[src/rtl/bch63_pkg.sv]
// bch63_pkg: GF(2^6) arithmetic, code constants and FSM types shared by the BCH(63,51) decoder.
package bch63_pkg;
    localparam int N = 63;
    localparam int K = 51;
    localparam logic [6:0] PRIM_POLY = 7'b100_0011;
    localparam logic [5:0] ALPHA  = 6'b00_0010;
    localparam logic [5:0] ALPHA2 = 6'b00_0100;
    localparam logic [5:0] ALPHA3 = 6'b00_1000;
    typedef enum logic [1:0] {RECV, CALC, SEND} state_t;
    typedef enum logic [1:0] {ERR_NONE, ERR_SINGLE, ERR_DOUBLE, ERR_UNCORR} err_t;
    function automatic logic [5:0] gf_mul(input logic [5:0] a, input logic [5:0] b);
        logic [5:0] p, x;
        p = '0;
        x = a;
        for (int i = 0; i < 6; i++) begin
            p ^= b[i] ? x : 6'd0;
            x = {x[4:0], 1'b0} ^ (x[5] ? PRIM_POLY[5:0] : 6'd0);
        end
        return p;
    endfunction
    function automatic logic [5:0] gf_cube(input logic [5:0] a);
        return gf_mul(gf_mul(a, a), a);
    endfunction
endpackage

[src/rtl/bch_dec_63_51_gf64_mul.sv]
// gf64_mul: combinational general multiplier over GF(2^6) modulo x^6+x+1.
module gf64_mul
    import bch63_pkg::*;
(
    input  logic [5:0] a,
    input  logic [5:0] b,
    output logic [5:0] p
);
    assign p = gf_mul(a, b);
endmodule

[src/rtl/bch_dec_63_51.sv]
// bch_dec_63_51: serial two-error-correcting BCH(63,51) decoder, MSB first in and out.
// Define BCH_DEC_UNCORR_FLAG_EN to add the out_uncorr status port.
module bch_dec_63_51
    import bch63_pkg::*;
(
    input  logic clk,
    input  logic rst,
    input  logic in_valid,
    input  logic in_data,
    output logic in_ready,
    output logic out_valid,
    output logic out_data,
    input  logic out_ready
`ifdef BCH_DEC_UNCORR_FLAG_EN
    ,
    output logic out_uncorr
`endif
);
    state_t state, state_n;
    err_t ecls;
    logic [62:0] sreg;
    logic [5:0] cnt, s1, s3, t1, t2, sq, cube, d;
    logic last, acc, xfer, load, flip, done;

    gf64_mul u_sq   (.a(s1), .b(s1), .p(sq));
    gf64_mul u_cube (.a(sq), .b(s1), .p(cube));
    assign d = s3 ^ cube;

    always_ff @(posedge clk or posedge rst)
        if (rst) state <= RECV;
        else     state <= state_n;

    always_comb begin
        state_n = (state == RECV && acc && cnt == 6'(N - 1)) ? CALC :
                  (state == CALC)                             ? SEND :
                  (state == SEND && done)                     ? RECV : state;
    end

    // Output bits are produced into a register one step ahead of the
    // handshake, so out_data stays put while the receiver stalls.
    always_comb begin
        acc  = in_valid & in_ready;
        xfer = out_valid & out_ready;
        load = (state == SEND) & ~last & (~out_valid | out_ready);
        done = xfer & last;
        flip = (ecls == ERR_SINGLE || ecls == ERR_DOUBLE) && (s1 ^ t1 ^ t2) == 6'd0;
    end

    always_ff @(posedge clk or posedge rst) begin
        if (rst) begin
            in_ready  <= 1'b0;
            out_valid <= 1'b0;
            out_data  <= 1'b0;
            cnt       <= '0;
            sreg      <= '0;
            s1        <= '0;
            s3        <= '0;
            t1        <= '0;
            t2        <= '0;
            ecls      <= ERR_NONE;
            last      <= 1'b0;
        end else begin
            in_ready <= state_n == RECV;
            if (acc || load) cnt <= (cnt == 6'(N - 1)) ? 6'd0 : cnt + 6'd1;
            if (acc) begin
                sreg <= {sreg[61:0], in_data};
                s1   <= gf_mul(s1, ALPHA) ^ {5'd0, in_data};
                s3   <= gf_mul(s3, ALPHA3) ^ {5'd0, in_data};
            end
            if (state == CALC) begin
                ecls <= (s1 == 6'd0) ? ((s3 == 6'd0) ? ERR_NONE : ERR_UNCORR) :
                        (d == 6'd0)  ? ERR_SINGLE : ERR_DOUBLE;
                t1   <= gf_mul(sq, ALPHA);
                t2   <= gf_mul(d, ALPHA2);
            end
            if (load) begin
                out_data  <= sreg[62] ^ flip;
                out_valid <= 1'b1;
                sreg      <= {sreg[61:0], 1'b0};
                t1        <= gf_mul(t1, ALPHA);
                t2        <= gf_mul(t2, ALPHA2);
                last      <= cnt == 6'(N - 1);
            end else if (xfer) begin
                out_valid <= 1'b0;
            end
            if (done) begin
                s1   <= '0;
                s3   <= '0;
                last <= 1'b0;
            end
        end
    end

`ifdef BCH_DEC_UNCORR_FLAG_EN
    assign out_uncorr = (state == SEND) && (ecls == ERR_UNCORR);
`endif
endmodule

[config.mk]
export PLATFORM = sky130hd
export DESIGN_NAME = bch_dec_63_51
export DESIGN_NICKNAME = d
export VERILOG_FILES = /design/src/rtl/bch63_pkg.sv /design/src/rtl/bch_dec_63_51_gf64_mul.sv /design/src/rtl/bch_dec_63_51.sv
export SDC_FILE = /design/constraint.sdc
export NUM_CORES = 1
export LEC_CHECK = 0
export BUFFER_PORTS_ARGS = -buffer_cell sky130_fd_sc_hd__buf_2
export CORE_AREA = 2 2 152 125
export CTS_BUF_LIST = sky130_fd_sc_hd__clkbuf_16
export DETAILED_ROUTE_END_ITERATION = 10
export DIE_AREA = 0 0 154 127
export PLACE_DENSITY_LB_ADDON = 0.08
export SLEW_MARGIN = 20
export SYNTH_ARGS = -nofsm -noshare
export SYNTH_HDL_FRONTEND = slang
export SYNTH_SLANG_ARGS = --single-unit
[constraint.sdc]
create_clock -name clk -period 3.55 [get_ports clk]
set_clock_uncertainty 0.15 [all_clocks]
set_input_delay 0.5325 -clock clk [delete_from_list [all_inputs] [get_ports clk]]
set_output_delay 0.5325 -clock clk [all_outputs]
set_load 0.1 [all_outputs]
# Yosys cells after proc, flatten, opt, wreduce, memory -nomap -nowiden
# Index checks and enable logic that the tools add are counted.
dict set report totals {
  wordCells 128
  register_bits 101
  in_bits 5
  out_inout_bits 3
}
dict set report classes {
  reduce_logical 17
  mux 51
  n_bitwise 42
  addsub 1
  n_eq_ne 5
}
# cell count
set op_table {}
lappend op_table {{$mux 6} 21}
lappend op_table {{$mux 63} 2}
lappend op_table {{$xor 6x6->6} 18}
lappend op_table {{$xor 6x2->6} 13}
lappend op_table {{$mux 2} 24}
lappend op_table {{$logic_not 6->1} 4}
lappend op_table {{$xor 6x1->6} 2}
lappend op_table {{$reduce_bool 2->1} 5}
lappend op_table {{$add 6x1->6 const B} 1}
lappend op_table {{$eq 6x6->1 const B} 1}
lappend op_table {{$and 1x1->1} 5}
lappend op_table {{$eq 2x1->1 const B} 2}
lappend op_table {{$eq 2x2->1 const B} 2}
lappend op_table {{$logic_and 1x1->1} 4}
lappend op_table {{$logic_not 2->1} 2}
lappend op_table {{$mux 1} 4}
lappend op_table {{$logic_or 1x1->1} 2}
lappend op_table {{$not 1->1} 2}
lappend op_table {{$or 1x1->1} 1}
lappend op_table {{$xor 1x1->1} 1}

# Longest topological paths before layout
# Gate-level depths: netlist of run 1.
dict set report depth {
  ltp_word 31
  mapped_depth 14
  ltp_nobuf 12
}

# Hierarchy
# Synthesis of run 1 repeated with hierarchy kept, for this count alone.
dict set report unflattened {
  hier_cells 543
  hier_area_um2 5629.1
}
# mod seq_area_each_um2 area_each_um2 instances cells_per_inst
set modules_own_cells {}
lappend modules_own_cells {bch_dec_63_51 2527.4 4360.4 1 347}
lappend modules_own_cells {gf64_mul 0.0 634.4 2 98}

# Worst setup path after synthesis of run 1
# No wires, ideal clock.
dict set report synth_timing {
  path_type {register to register}
  startpoint {reg s1[5]}
  endpoint {reg ecls[0]}
  synth_period_minus_slack_ns 3.307
  stages_incl_launch_ff 15
  setup_time_ns 0.120
  setup_slack_ns 0.243
  n_path_buf 2
  arrival_ns 3.037
  t_required_ns 3.280
  path_cell_list {dfrtp_1 -> buf_4 -> buf_2 -> inv_1 -> ha_1 -> xnor2_1 -> o211ai_1 -> nand3_1 -> xnor2_1 -> xnor3_1 -> xor2_1 -> ha_1 -> and3_1 -> and3_2 -> a31o_1}
}
dict set report synth_via {
  elab_chain_len 20
  word_cells_on_any_way 43
  classes_between {mux (20); bitwise (21); reduce/logical (2)}
}
# element line
set synth_rtl {}
lappend synth_rtl {{start, declared} bch_dec_63_51.sv:22} ;# logic [5:0] cnt, s1, s3, t1, t2, sq, cube, d;
lappend synth_rtl {{start signal, assigned} bch_dec_63_51.sv:67} ;# s1 <= gf_mul(s1, ALPHA) ^ {5'd0, in_data};
lappend synth_rtl {{$mux 2} bch63_pkg.sv:17} ;# x = {x[4:0], 1'b0} ^ (x[5] ? PRIM_POLY[5:0] : 6'd0);
lappend synth_rtl {{$xor 6x6->6} bch63_pkg.sv:17}
lappend synth_rtl {{$xor 6x6->6 or $mux 6 (tied branches)} {bch63_pkg.sv:17, bch63_pkg.sv:16}}
lappend synth_rtl {{$xor 6x6->6, or another cell as far along (3 in a row)} bch63_pkg.sv:17}
lappend synth_rtl {{$mux 6 or $xor 6x6->6 (tied branches)} bch63_pkg.sv:16} ;# p ^= b[i] ? x : 6'd0;
lappend synth_rtl {{$xor 6x6->6} bch63_pkg.sv:16}
lappend synth_rtl {{$mux 2 or $xor 6x2->6 (tied branches)} --}
lappend synth_rtl {{$xor 6x2->6, or another cell as far along} --}
lappend synth_rtl {{$mux 6, or another cell as far along} bch63_pkg.sv:16}
lappend synth_rtl {{$xor 6x6->6, or another cell as far along (3 in a row)} bch63_pkg.sv:16}
lappend synth_rtl {{$xor 6x6->6 or $mux 6 (tied branches)} bch63_pkg.sv:16}
lappend synth_rtl {{$xor 6x6->6} bch63_pkg.sv:16}
lappend synth_rtl {{$xor 6x6->6} bch_dec_63_51.sv:27} ;# assign d = s3 ^ cube;
lappend synth_rtl {{$logic_not 6->1} bch_dec_63_51.sv:72} ;# (d == 6'd0) ? ERR_SINGLE : ERR_DOUBLE;
lappend synth_rtl {{$mux 2} bch_dec_63_51.sv:72}
lappend synth_rtl {{$mux 2 (*)} bch_dec_63_51.sv:71} ;# ecls <= (s1 == 6'd0) ? ((s3 == 6'd0) ? ERR_NONE : ERR_UNCORR) :
lappend synth_rtl {{end signal, assigned} bch_dec_63_51.sv:71}
lappend synth_rtl {{end, declared} bch_dec_63_51.sv:20} ;# err_t ecls;
# Every way passes the cells marked *; elsewhere a longest branch is shown, timed or not.
# A chain may end at the register's enable or synchronous reset.

# Final worst setup path of run 1
dict set report layout_timing {
  startpoint {reg s1[4]}
  endpoint {reg ecls[0]}
}
dict set report layout_via {
  elab_chain_len 20
  word_cells_on_any_way 43
  classes_between {mux (20); bitwise (21); reduce/logical (2)}
}
# element line
set layout_rtl {}
lappend layout_rtl {{$xor 6x6->6} bch63_pkg.sv:17}
lappend layout_rtl {{$mux 2} bch63_pkg.sv:17}
lappend layout_rtl {{$xor 6x6->6} bch63_pkg.sv:17}
lappend layout_rtl {{$xor 6x6->6 or $mux 6 (tied branches)} {bch63_pkg.sv:17, bch63_pkg.sv:16}}
lappend layout_rtl {{$xor 6x6->6, or another cell as far along (2 in a row)} bch63_pkg.sv:17}
lappend layout_rtl {{$mux 6 or $xor 6x6->6 (tied branches)} bch63_pkg.sv:16}
lappend layout_rtl {{$xor 6x6->6} bch63_pkg.sv:16}
lappend layout_rtl {{$xor 6x2->6} --}
lappend layout_rtl {{[... 2 more ...]} --}
lappend layout_rtl {{$mux 6, or another cell as far along} bch63_pkg.sv:16}
lappend layout_rtl {{$xor 6x6->6, or another cell as far along (2 in a row)} bch63_pkg.sv:16}
lappend layout_rtl {{$xor 6x6->6 or $mux 6 (tied branches)} bch63_pkg.sv:16}
lappend layout_rtl {{$xor 6x6->6} bch63_pkg.sv:16}
lappend layout_rtl {{$xor 6x6->6} bch_dec_63_51.sv:27}
lappend layout_rtl {{$logic_not 6->1} bch_dec_63_51.sv:72}
lappend layout_rtl {{$mux 2} bch_dec_63_51.sv:72}
lappend layout_rtl {{$mux 2 (*)} bch_dec_63_51.sv:71}
# Marks and branches as above.

==> impl_metrics.env, run 1 <==
export IMPL_switching_power_mw=0.4632
export IMPL_dp_hpwl_mm=7.548
export IMPL_critPathMaxFanout=6
export IMPL_viasPerCell=4.719
export IMPL_switching_share=0.2209
export IMPL_worstPathRequired_ps=3630
export IMPL_fin_nets=494
export IMPL_final_antenna_net_count=0
export IMPL_r2r_cells=12
export IMPL_diodes=0
export IMPL_io_buffer_count=7
export IMPL_post_cts_buffers=0
export IMPL_ys_ff_latch=101
export IMPL_postSynthCellCount=465
export IMPL_cts_tree="yes"
export IMPL_clk_path_buf_depth=2
export IMPL_worst_path_buf_inv=1
export IMPL_rrSetupSlack_ps=290
export IMPL_path_clk_slew_ps=70
export IMPL_htree_num_levels=3
export IMPL_dieHeight_um=127
export IMPL_start_kind="flip-flop"
export IMPL_p_int_mw=1.634
export IMPL_p_comb_frac=0.014
export IMPL_holdBufCountCts=0
export IMPL_cts_repair_resized=0
export IMPL_synth_area_per_cell_sq_um=11.43
export IMPL_worstSetupEndpointType="flip-flop"
export IMPL_synth_distinct_cells=50
export IMPL_grt_antenna_before_repair=0
export IMPL_tns_ps=0
export IMPL_cap_violations=0
export IMPL_grt_first_pass_wirelength_mm=18.55
export IMPL_final_util=0.3330
export IMPL_grt_pass1_vias=3540
export IMPL_cellLeakagePower_nw=2.851
export IMPL_p_per_area_mw_per_mm2=352.0
export IMPL_crit_cells=12
export IMPL_critPathKind="flip-flop to flip-flop"
export IMPL_start_util=0.2971
export IMPL_synth_edf_count=0
export IMPL_fmax_mhz=306.8
export IMPL_synth_warning_count=0
export IMPL_tightestPinTransition_ps=712.1
export IMPL_first_pass_iters=4
export IMPL_cp_data_arrival_time_ps=3340
export IMPL_dp_slack_ps=303.3
export IMPL_vias=3355
export IMPL_finalSetupViolations=0
export IMPL_drtIter0Drc=173
export IMPL_dieArea_sq_mm=0.01956
export IMPL_layout_drive_gt1_share=0.2308
export IMPL_ys_seq_area_frac=0.4755
export IMPL_path_common_cell="ha_1"
export IMPL_ios=8
export IMPL_hold_path_class="input port to asynchronous set/reset pin"
export IMPL_clock_latency_ps=340
export IMPL_setup_ws_ps=290.7
export IMPL_path_cells="inv_1 -> ha_1 -> xnor2_1 -> o211ai_1 -> and2_1 -> nand2_1 -> xnor3_1 -> xor2_1 -> ha_1 -> and3_1 -> and3_2 -> a31o_1"
export IMPL_area_growth_synth_to_final_pct=12.10
export IMPL_core_area_sq_mm=0.01789
export IMPL_cts_root_buf="clkbuf_16"
export IMPL_crit_family="XOR/XNOR gates"
export IMPL_drv_slew=0
export IMPL_final_area_sq_mm=0.005958
export IMPL_drc=0
export IMPL_wl_mm=10.58
export IMPL_relSlewSlack=0.5209
export IMPL_yosys_most_used_dff="dfrtp_1"
export IMPL_grt_max_degree=57
export IMPL_finalPower_mw=2.097
export IMPL_placed_area_sq_mm=0.005683
export IMPL_row_count=44
export IMPL_vdd_drop_max_mv=0.1829
export IMPL_outcome="finished, final reports clean"
export IMPL_synth_area_sq_mm=0.005315
export IMPL_clockPowerShare=0.438
export IMPL_finalCritPeriodShare=0.9181
export IMPL_wl_per_cell_um=14.87
export IMPL_cts_buffers=9
export IMPL_grtUsageTotal=0.1194
export IMPL_synthArstFlopShare=1.000
export IMPL_hold_viol_final=0
export IMPL_rsz0062_at_grt="false"
export IMPL_slowest_delay_ps=440
export IMPL_clkSinkCount=101
export IMPL_slowest_stage="dfrtp_1"
export IMPL_pwr_share_seq=0.548
export IMPL_min_period_ps=3259
export IMPL_fp_dieW_um=154
export IMPL_grt_overflow_total=0
export IMPL_synthesis_nets=483
export IMPL_r2r_end="ecls[0]"
export IMPL_gp_congestion=0.8483
export IMPL_r2r_start="s1[4]"
[sequential cells by signal (all words and copies together) (netlist names), 2 cells and up]
| register | count |
|---|---|
| sreg | 63 |
| cnt | 6 |
| s1 | 6 |
| s3 | 6 |
| t1 | 6 |
| t2 | 6 |
| ecls | 2 |
| state | 2 |
[layout make-up]
type,count,area [sq um]
Fill cell,1819,11930
Multi-Input combinational cell,328,2641
Sequential cell,101,2527
Tap cell,230,287.8
Clock buffer,9,225.2
Timing Repair Buffer,25,182.7
Clock inverter,7,50.05
Inverter,11,43.79
[layer usage]
| layer | wire [um] | track usage | vias to the layer above |
|---|---|---|---|
| met5 | 0 | 0 | - |
| met1 | 5339 | 0.1739 | 1655 |
| met2 | 4530 | 0.1749 | 65 |
| met3 | 575 | 0.03392 | 12 |
| li1 | - | - | 1623 |
| met4 | 130 | 0.02969 | 0 |
[through the flow]
step / cells / hold WS [ps]
after CTS: 711 / 133.2
after global routing: 711 / 158.7
after floorplan: 465 / 294.8
after detailed placement: 695 / 339.0
after global placement: 695 / 324.2
final: 711 / 116.6
[cells in the mapped netlist (all sizes together) (2+ instances only)]
library cell,instances,area [sq um]
nor2b,3,18.77
o21ai,17,85.08
and2,3,18.77
nand3,8,40.04
xor2,20,190.2
xnor3,13,294.0
nand2,60,227.7
clkbuf,17,65.06
o31ai,2,15.01
ha,13,162.7
dfrtp,101,2527
a211oi,6,45.04
nor3b,2,15.01
nand4,2,12.51
xnor2,36,315.3
a21oi,15,75.07
nor4,2,12.51
mux2i,3,30.03
mux2,62,698.2
a21o,2,15.01
o211ai,4,30.03
nor3,2,10.01
a22oi,10,75.07
and3,5,32.53
buf,8,47.54
inv,11,41.29
nand2b,2,12.51
nor2,22,82.58
[worst max path at each step]
stage	from	endpoint	slack [ps]
4_1_cts	s1[4]	ecls[0]	280
6_report	s1[4]	ecls[0]	290
2_1_floorplan	rst	cnt[0]	220
3_3_place_gp	s1[0]	ecls[0]	330
3_5_place_dp	s1[4]	ecls[0]	300
5_1_grt	s1[0]	ecls[0]	20
[kinds of logic (layout without fill, tap and decap cells)]
kind of cell               count (synthesis)  in the layout  share of synthesized area
DFF                                      101            101                     0.4755
muxes                                     65             65                     0.1370
adders and majority gates                 13             13                    0.03060
and+or+nand+nor                          114            114                    0.09510
buffers and inverters                     36             52                    0.02895
AOI/OAI and AO/OA                         67             67                    0.08239
xor gates and xnor gates                  69             69                     0.1504
[power groups by stage]
stage,logic (mW),registers [mW],clock network (mW)
after floorplan,0.0177,1.17,0
after global placement,0.0312,1.17,0
final,0.0286,1.15,0.919
after CTS,0.0317,1.15,0.964
after global routing,0.0348,1.15,1.02
after detailed placement,0.0316,1.17,0
[cells in the final DEF, fill, tap and decap left out, types with 3 or more instances in the layout]
master     netlist  final
dfrtp_1        101    101
mux2_2          62     62
nand2_1         59     59
xnor2_1         36     36
nor2_1          22     21
xor2_1          18     18
o21ai_0         17     17
buf_4            1     17
a21oi_1         15     15
ha_1            13     13
xnor3_1         12     12
inv_1           11     11
a22oi_1         10     10
clkbuf_16        0      9
nand3_1          8      8
buf_2            5      7
a211oi_1         6      6
and3_1           4      4
o211ai_1         4      4
and2_1           3      3
nor2b_1          3      3
mux2i_1          3      3
No activity file was read; power rests on OpenSTA's default activity.
==> run 2, diff against run 1 <==
- clock period: 3.55 -> 2.9 ns (I/O delays scaled with it)
==> run 2 against run 1 <==
- the flow now finishes with violations (setup timing)
- non-clock buffer count rose by 62
- global-route usage rose by 0.88 points
- sequential cell count did not move
- die area did not move
- combinational power rose by 38%
- critical path depth rose by 1
- sequential share of layout area fell by 5.2 points
- register-to-register slack got worse by 520 ps
==> impl_metrics.env, run 2 (same netlist as run 1, synthesis figures left out) <==
export IMPL_outcome="finished with violations"
export IMPL_failed_checks="setup timing"
export IMPL_largest_register_ffs=63
export IMPL_clock_latency_ps=340
export IMPL_slowest_stage="xnor3_1"
export IMPL_r2r_start="s1[5]"
export IMPL_hold_path_class="input port to flip-flop"
export IMPL_path_cells="inv_4 -> ha_4 -> buf_6 -> xnor2_2 -> o211ai_1 -> nand3_1 -> xnor2_1 -> xnor3_1 -> xor2_2 -> ha_2 -> and3_4 -> and3_4 -> a31o_1"
export IMPL_vias=3575
export IMPL_viasPerCell=4.625
export IMPL_path_clk_slew_ps=70
export IMPL_worstSetupEndpointType="flip-flop"
export IMPL_diodes=0
export IMPL_fp_dieW_um=154
export IMPL_final_antenna_net_count=0
export IMPL_critPathMaxFanout=4
export IMPL_drtIter0Drc=196
export IMPL_dieHeight_um=127
export IMPL_slowest_delay_ps=470
export IMPL_grt_first_pass_wirelength_mm=19.58
export IMPL_drv_slew=0
export IMPL_setup_ws_ps=-226.8
export IMPL_vdd_drop_max_mv=0.2674
export IMPL_dp_hpwl_mm=8.270
export IMPL_worstPathRequired_ps=2980
export IMPL_finalSetupViolations=5
export IMPL_finalCritPeriodShare=1.078
export IMPL_core_area_sq_mm=0.01789
export IMPL_grt_max_degree=56
export IMPL_io_buffer_count=7
export IMPL_p_per_area_mw_per_mm2=391.4
export IMPL_clk_path_buf_depth=2
export IMPL_clkSinkCount=101
export IMPL_start_util=0.2971
export IMPL_wl_per_cell_um=15.13
export IMPL_row_count=44
export IMPL_relSlewSlack=0.6008
export IMPL_htree_num_levels=3
export IMPL_placedCellCount=736
export IMPL_cp_data_arrival_time_ps=3210
export IMPL_grt_overflow_total=0
export IMPL_dp_slack_ps=-242.4
export IMPL_gp_congestion=0.8016
export IMPL_cts_buffers=9
export IMPL_first_pass_iters=4
export IMPL_layout_cells_non_filler=773
export IMPL_hp_start="in_data"
export IMPL_cts_root_buf="clkbuf_16"
export IMPL_whs_ps=221.9
export IMPL_dieArea_sq_mm=0.01956
export IMPL_fmax_mhz=319.8
export IMPL_wl_mm=11.69
export IMPL_layout_drive_gt1_share=0.3978
export IMPL_largest_register="sreg"
export IMPL_grt_pass1_vias=3620
export IMPL_area_growth_synth_to_final_pct=27.87
export IMPL_cts_tree="yes"
export IMPL_start_kind="flip-flop"
export IMPL_tightestPinTransition_ps=596.6
export IMPL_rsz0062_at_grt="true"
export IMPL_critPathKind="flip-flop to flip-flop"
export IMPL_startpoint="s1[5]"
export IMPL_r2r_cells=13
export IMPL_grtUsageTotal=0.1282
export IMPL_drc=0
export IMPL_final_common_cell="dfrtp_1"
export IMPL_grt_antenna_before_repair=0
export IMPL_min_period_ps=3127
export IMPL_fin_nets=556
export IMPL_hold_viol_final=0
export IMPL_hold_depth=3
export IMPL_tns_ps=-615.4
export IMPL_cap_violations=0
export IMPL_ios=8
export IMPL_cellLeakagePower_nw=3.255
export IMPL_layout_common_cells="dfrtp_1 (100), buf_4 (66), mux2_2 (62)"
export IMPL_path_common_cell="and3_4"
==> run 2: cell types whose count changed in the layout (fill, tap and decap cells not counted), sizes merged <==
cell / before / now
buf: 25 / 86
clkinv: 3 / 1
clkinvlp: 1 / 3
bufinv: 0 / 1
dlygate4sd3: 0 / 1
inv: 14 / 13
==> run 2: power by group <==
| part | internal (mW) | switching, mW | total (mW) |
|---|---|---|---|
| Sequential | 1.41 | 0.0000000000000000598 | 1.41 |
| Clock | 0.674 | 0.539 | 1.21 |
| Combinational | 0.00954 | 0.0300 | 0.0395 |
==> run 2: critical path: cells and delay by family (launching register included) <==
| family | cells | cell delay (ps) |
|---|---|---|
| and+or+nand+nor | 3 | 440 |
| buffers and inverters | 2 | 200 |
| DFF | 1 | 440 |
| adders and majority gates | 2 | 380 |
| AOI/OAI and AO/OA | 2 | 440 |
| xor gates and xnor gates | 4 | 950 |
==> run 2: final timing paths <==
check                      slack (ps)       end
min in group asynchronous         420  sreg[32]
setup reg to reg                 -230   ecls[0]
max in group asynchronous        1640     s3[5]
setup / recovery                 -230   ecls[0]
hold reg to reg                   340    cnt[5]
hold / removal                    220   sreg[0]
==> run 2: metrics by stage <==
step                      power [mW]  area (sq um)    util
after floorplan                1.457          5394       -
after global placement         1.476          6080  0.3398
after detailed placement       1.477          6080  0.3398
after CTS                      2.722          6604  0.3691
after global routing           2.795          6797  0.3799
final                          2.660          6797  0.3799
==> run 2: what timing repair did <==
action / CTS / global route
setup endpoints to repair: 7 / 8
cloned: 0 / 0
buffers inserted: 15 / 6
hold endpoints to repair: 6 / 0
pin swaps: 14 / 17
gates resized for setup: 18 / 36
hold buffers: 1 / 0
==> run 2: per-layer routing <==
metal	GRT usage	part of all wire	vias up
met5	0	0	-
met4	0.02859	0.0088	0
met3	0.03189	0.027	7
met2	0.1910	0.44	30
met1	0.1883	0.53	1796
li1	-	-	1742
==> run 2: layout make-up <==
type / count / area [sq um]
fill: 1715 / 11100
multi-input combinational: 328 / 2912
sequential: 101 / 2529
timing repair buffer: 87 / 721.9
tap: 230 / 287.8
clock buffer: 9 / 225.2
clock inverter: 7 / 73.82
inverter: 11 / 47.55
==> run 3, diff against run 2 <==
- CTS_BUF_LIST: sky130_fd_sc_hd__clkbuf_16 -> not set
- clock period: 2.9 -> 3.1 ns (I/O delays scaled with it)
==> run 3 against run 2 <==
- utilization down 2.0 points
- sequential cell count stayed put
- count of clock-buffer cells in the layout grew 1
- cell area fell by 5.3%
- sequential share of layout area is 2.1 points higher
- final cell count is 3.1% lower
- largest power group unchanged
- first-iteration DRC count shrank 9.7%
- sequential power down 6%
- worst setup slack gained 230 ps
- maximum frequency rose by 0.95%
- the run now ends clean
- hold slack got worse by 120 ps
==> impl_metrics.env, run 3 (same netlist as run 1, synthesis figures left out) <==
export IMPL_outcome="finished, final reports clean"
export IMPL_dieHeight_um=127
export IMPL_drtIter0Drc=177
export IMPL_io_buffer_count=7
export IMPL_grt_overflow_total=0
export IMPL_final_antenna_net_count=0
export IMPL_relSlewSlack=0.4840
export IMPL_hold_viol_final=0
export IMPL_switching_power_mw=0.5734
export IMPL_finalPower_mw=2.487
export IMPL_fmax_mhz=322.8
export IMPL_grt_max_degree=102
export IMPL_layout_cells_non_filler=749
export IMPL_viasPerCell=4.586
export IMPL_p_comb_frac=0.013
export IMPL_start_kind="flip-flop"
export IMPL_diodes=0
export IMPL_path_clk_slew_ps=80
export IMPL_wl_mm=11.23
export IMPL_drv_slew=0
export IMPL_clock_latency_ps=350
export IMPL_layout_common_cells="dfrtp_1 (100), mux2_2 (62), nand2_1 (58)"
export IMPL_cellLeakagePower_nw=3.076
export IMPL_min_period_ps=3098
export IMPL_p_per_area_mw_per_mm2=386.5
export IMPL_pwr_share_seq=0.529
export IMPL_cap_violations=0
export IMPL_core_area_sq_mm=0.01789
export IMPL_tightestPinTransition_ps=771.1
export IMPL_fp_dieW_um=154
export IMPL_grtUsageTotal=0.1236
export IMPL_first_pass_iters=4
export IMPL_rsz0062_at_grt="true"
export IMPL_row_count=44
export IMPL_tns_ps=0
export IMPL_clockPowerShare=0.457
export IMPL_hold_path_class="input port to asynchronous set/reset pin"
export IMPL_worstPathRequired_ps=3180
export IMPL_drc=0
export IMPL_cts_root_buf="clkbuf_16"
export IMPL_layout_drive_gt1_share=0.3198
export IMPL_vias=3435
export IMPL_placedCellCount=726
export IMPL_clkSinkCount=101
export IMPL_cts_tree="yes"
export IMPL_grt_pass1_vias=3522
export IMPL_critPathMaxFanout=4
export IMPL_final_common_cell="dfrtp_1"
export IMPL_dieArea_sq_mm=0.01956
export IMPL_start_util=0.2971
export IMPL_dp_hpwl_mm=8.091
export IMPL_final_util=0.3597
export IMPL_grt_first_pass_wirelength_mm=19.10
export IMPL_area_growth_synth_to_final_pct=21.07
export IMPL_cts_buffers=9
export IMPL_ios=8
export IMPL_critPathKind="flip-flop to flip-flop"
export IMPL_whs_ps=100.9
export IMPL_worstSetupEndpointType="flip-flop"
export IMPL_wl_per_cell_um=14.99
export IMPL_cp_data_arrival_time_ps=3180
export IMPL_switching_share=0.2306
export IMPL_fin_nets=532
export IMPL_largest_register="sreg"
export IMPL_gp_congestion=0.8166
export IMPL_clk_path_buf_depth=2
export IMPL_p_int_mw=1.914
export IMPL_grt_antenna_before_repair=0
export IMPL_finalCritPeriodShare=0.9992
export IMPL_vdd_drop_max_mv=0.3250
export IMPL_finalSetupViolations=0
export IMPL_htree_num_levels=3
export IMPL_largest_register_ffs=63
-- run 3: cell types whose count changed in the layout (fill, tap and decap cells not counted), moves of 7 or more --
cell / delta
buf_4: -15
xnor2_1: +7
xnor2_2: -7
buf_6: -7
-- run 3: per-stage QoR --
| step | cell area, sq um | worst slack [ps] |
|---|---|---|
| after floorplan | 5346 | -82.05 |
| after global placement | 5962 | -67.88 |
| after detailed placement | 5962 | -131.2 |
| after CTS | 6325 | -27.01 |
| after global routing | 6435 | -129.1 |
| final | 6435 | 2.452 |
-- run 3: layout make-up --
class                   instances  area [sq um]
clock buffers                  10         239.0
clock inverters                 6         62.56
fillers                      1784         11460
inverters                      11         50.05
multi-input cells             328          2766
flip-flops and latches        101          2529
well taps                     230         287.8
repair buffers                 63         500.5
-- run 3: power groups by stage --
stage               Combinational, mW  Clock, mW  Sequential [mW]
floorplan                      0.0206          0             1.34
global placement               0.0357          0             1.34
detailed placement             0.0366          0             1.34
CTS                            0.0365       1.19             1.32
global route                   0.0401       1.25             1.32
finish                         0.0333       1.14             1.32
-- run 3: metal layers --
metal / up-vias / track usage / routed length (um)
li1: 1698 / - / -
met4: 0 / 0.01979 / 39
met1: 1690 / 0.1888 / 5879
met3: 2 / 0.03155 / 563
met2: 45 / 0.1786 / 4747
met5: - / 0 / 0
-- run 3: repair_timing --
action | in CTS | in global routing
buffers inserted | 3 | 4
hold endpoints to repair | 0 | 0
gates resized for setup | 10 | 12
hold buffers | 0 | 0
setup endpoints to repair | 2 | 4
pin swaps | 9 | 9
-- run 3: final timing paths --
path / start / end / slack [ps] / cells past startpoint
hold / removal: rst / sreg[32] / 100 / 3
max in group asynchronous: rst / s1[4] / 2230 / 3
min in group clk: in_data / sreg[0] / 260 / 3
hold reg to reg: cnt[5] / cnt[5] / 340 / 1
setup reg to reg: s1[5] / ecls[0] / 2 / 13
setup / recovery: s1[5] / ecls[0] / 2 / 13
-- run 3: worst max-delay path, cell delays in order, from the launching register on --
cell and delay [ps]:
dfrtp_1 420, buf_6 140, inv_4 50, ha_4 220
xnor2_4 130, o211ai_1 280, nand3_1 130, xnor2_1 180
xnor3_1 450, xor2_2 170, ha_2 180, and3_4 140
and3_4 160, a31o_1 160
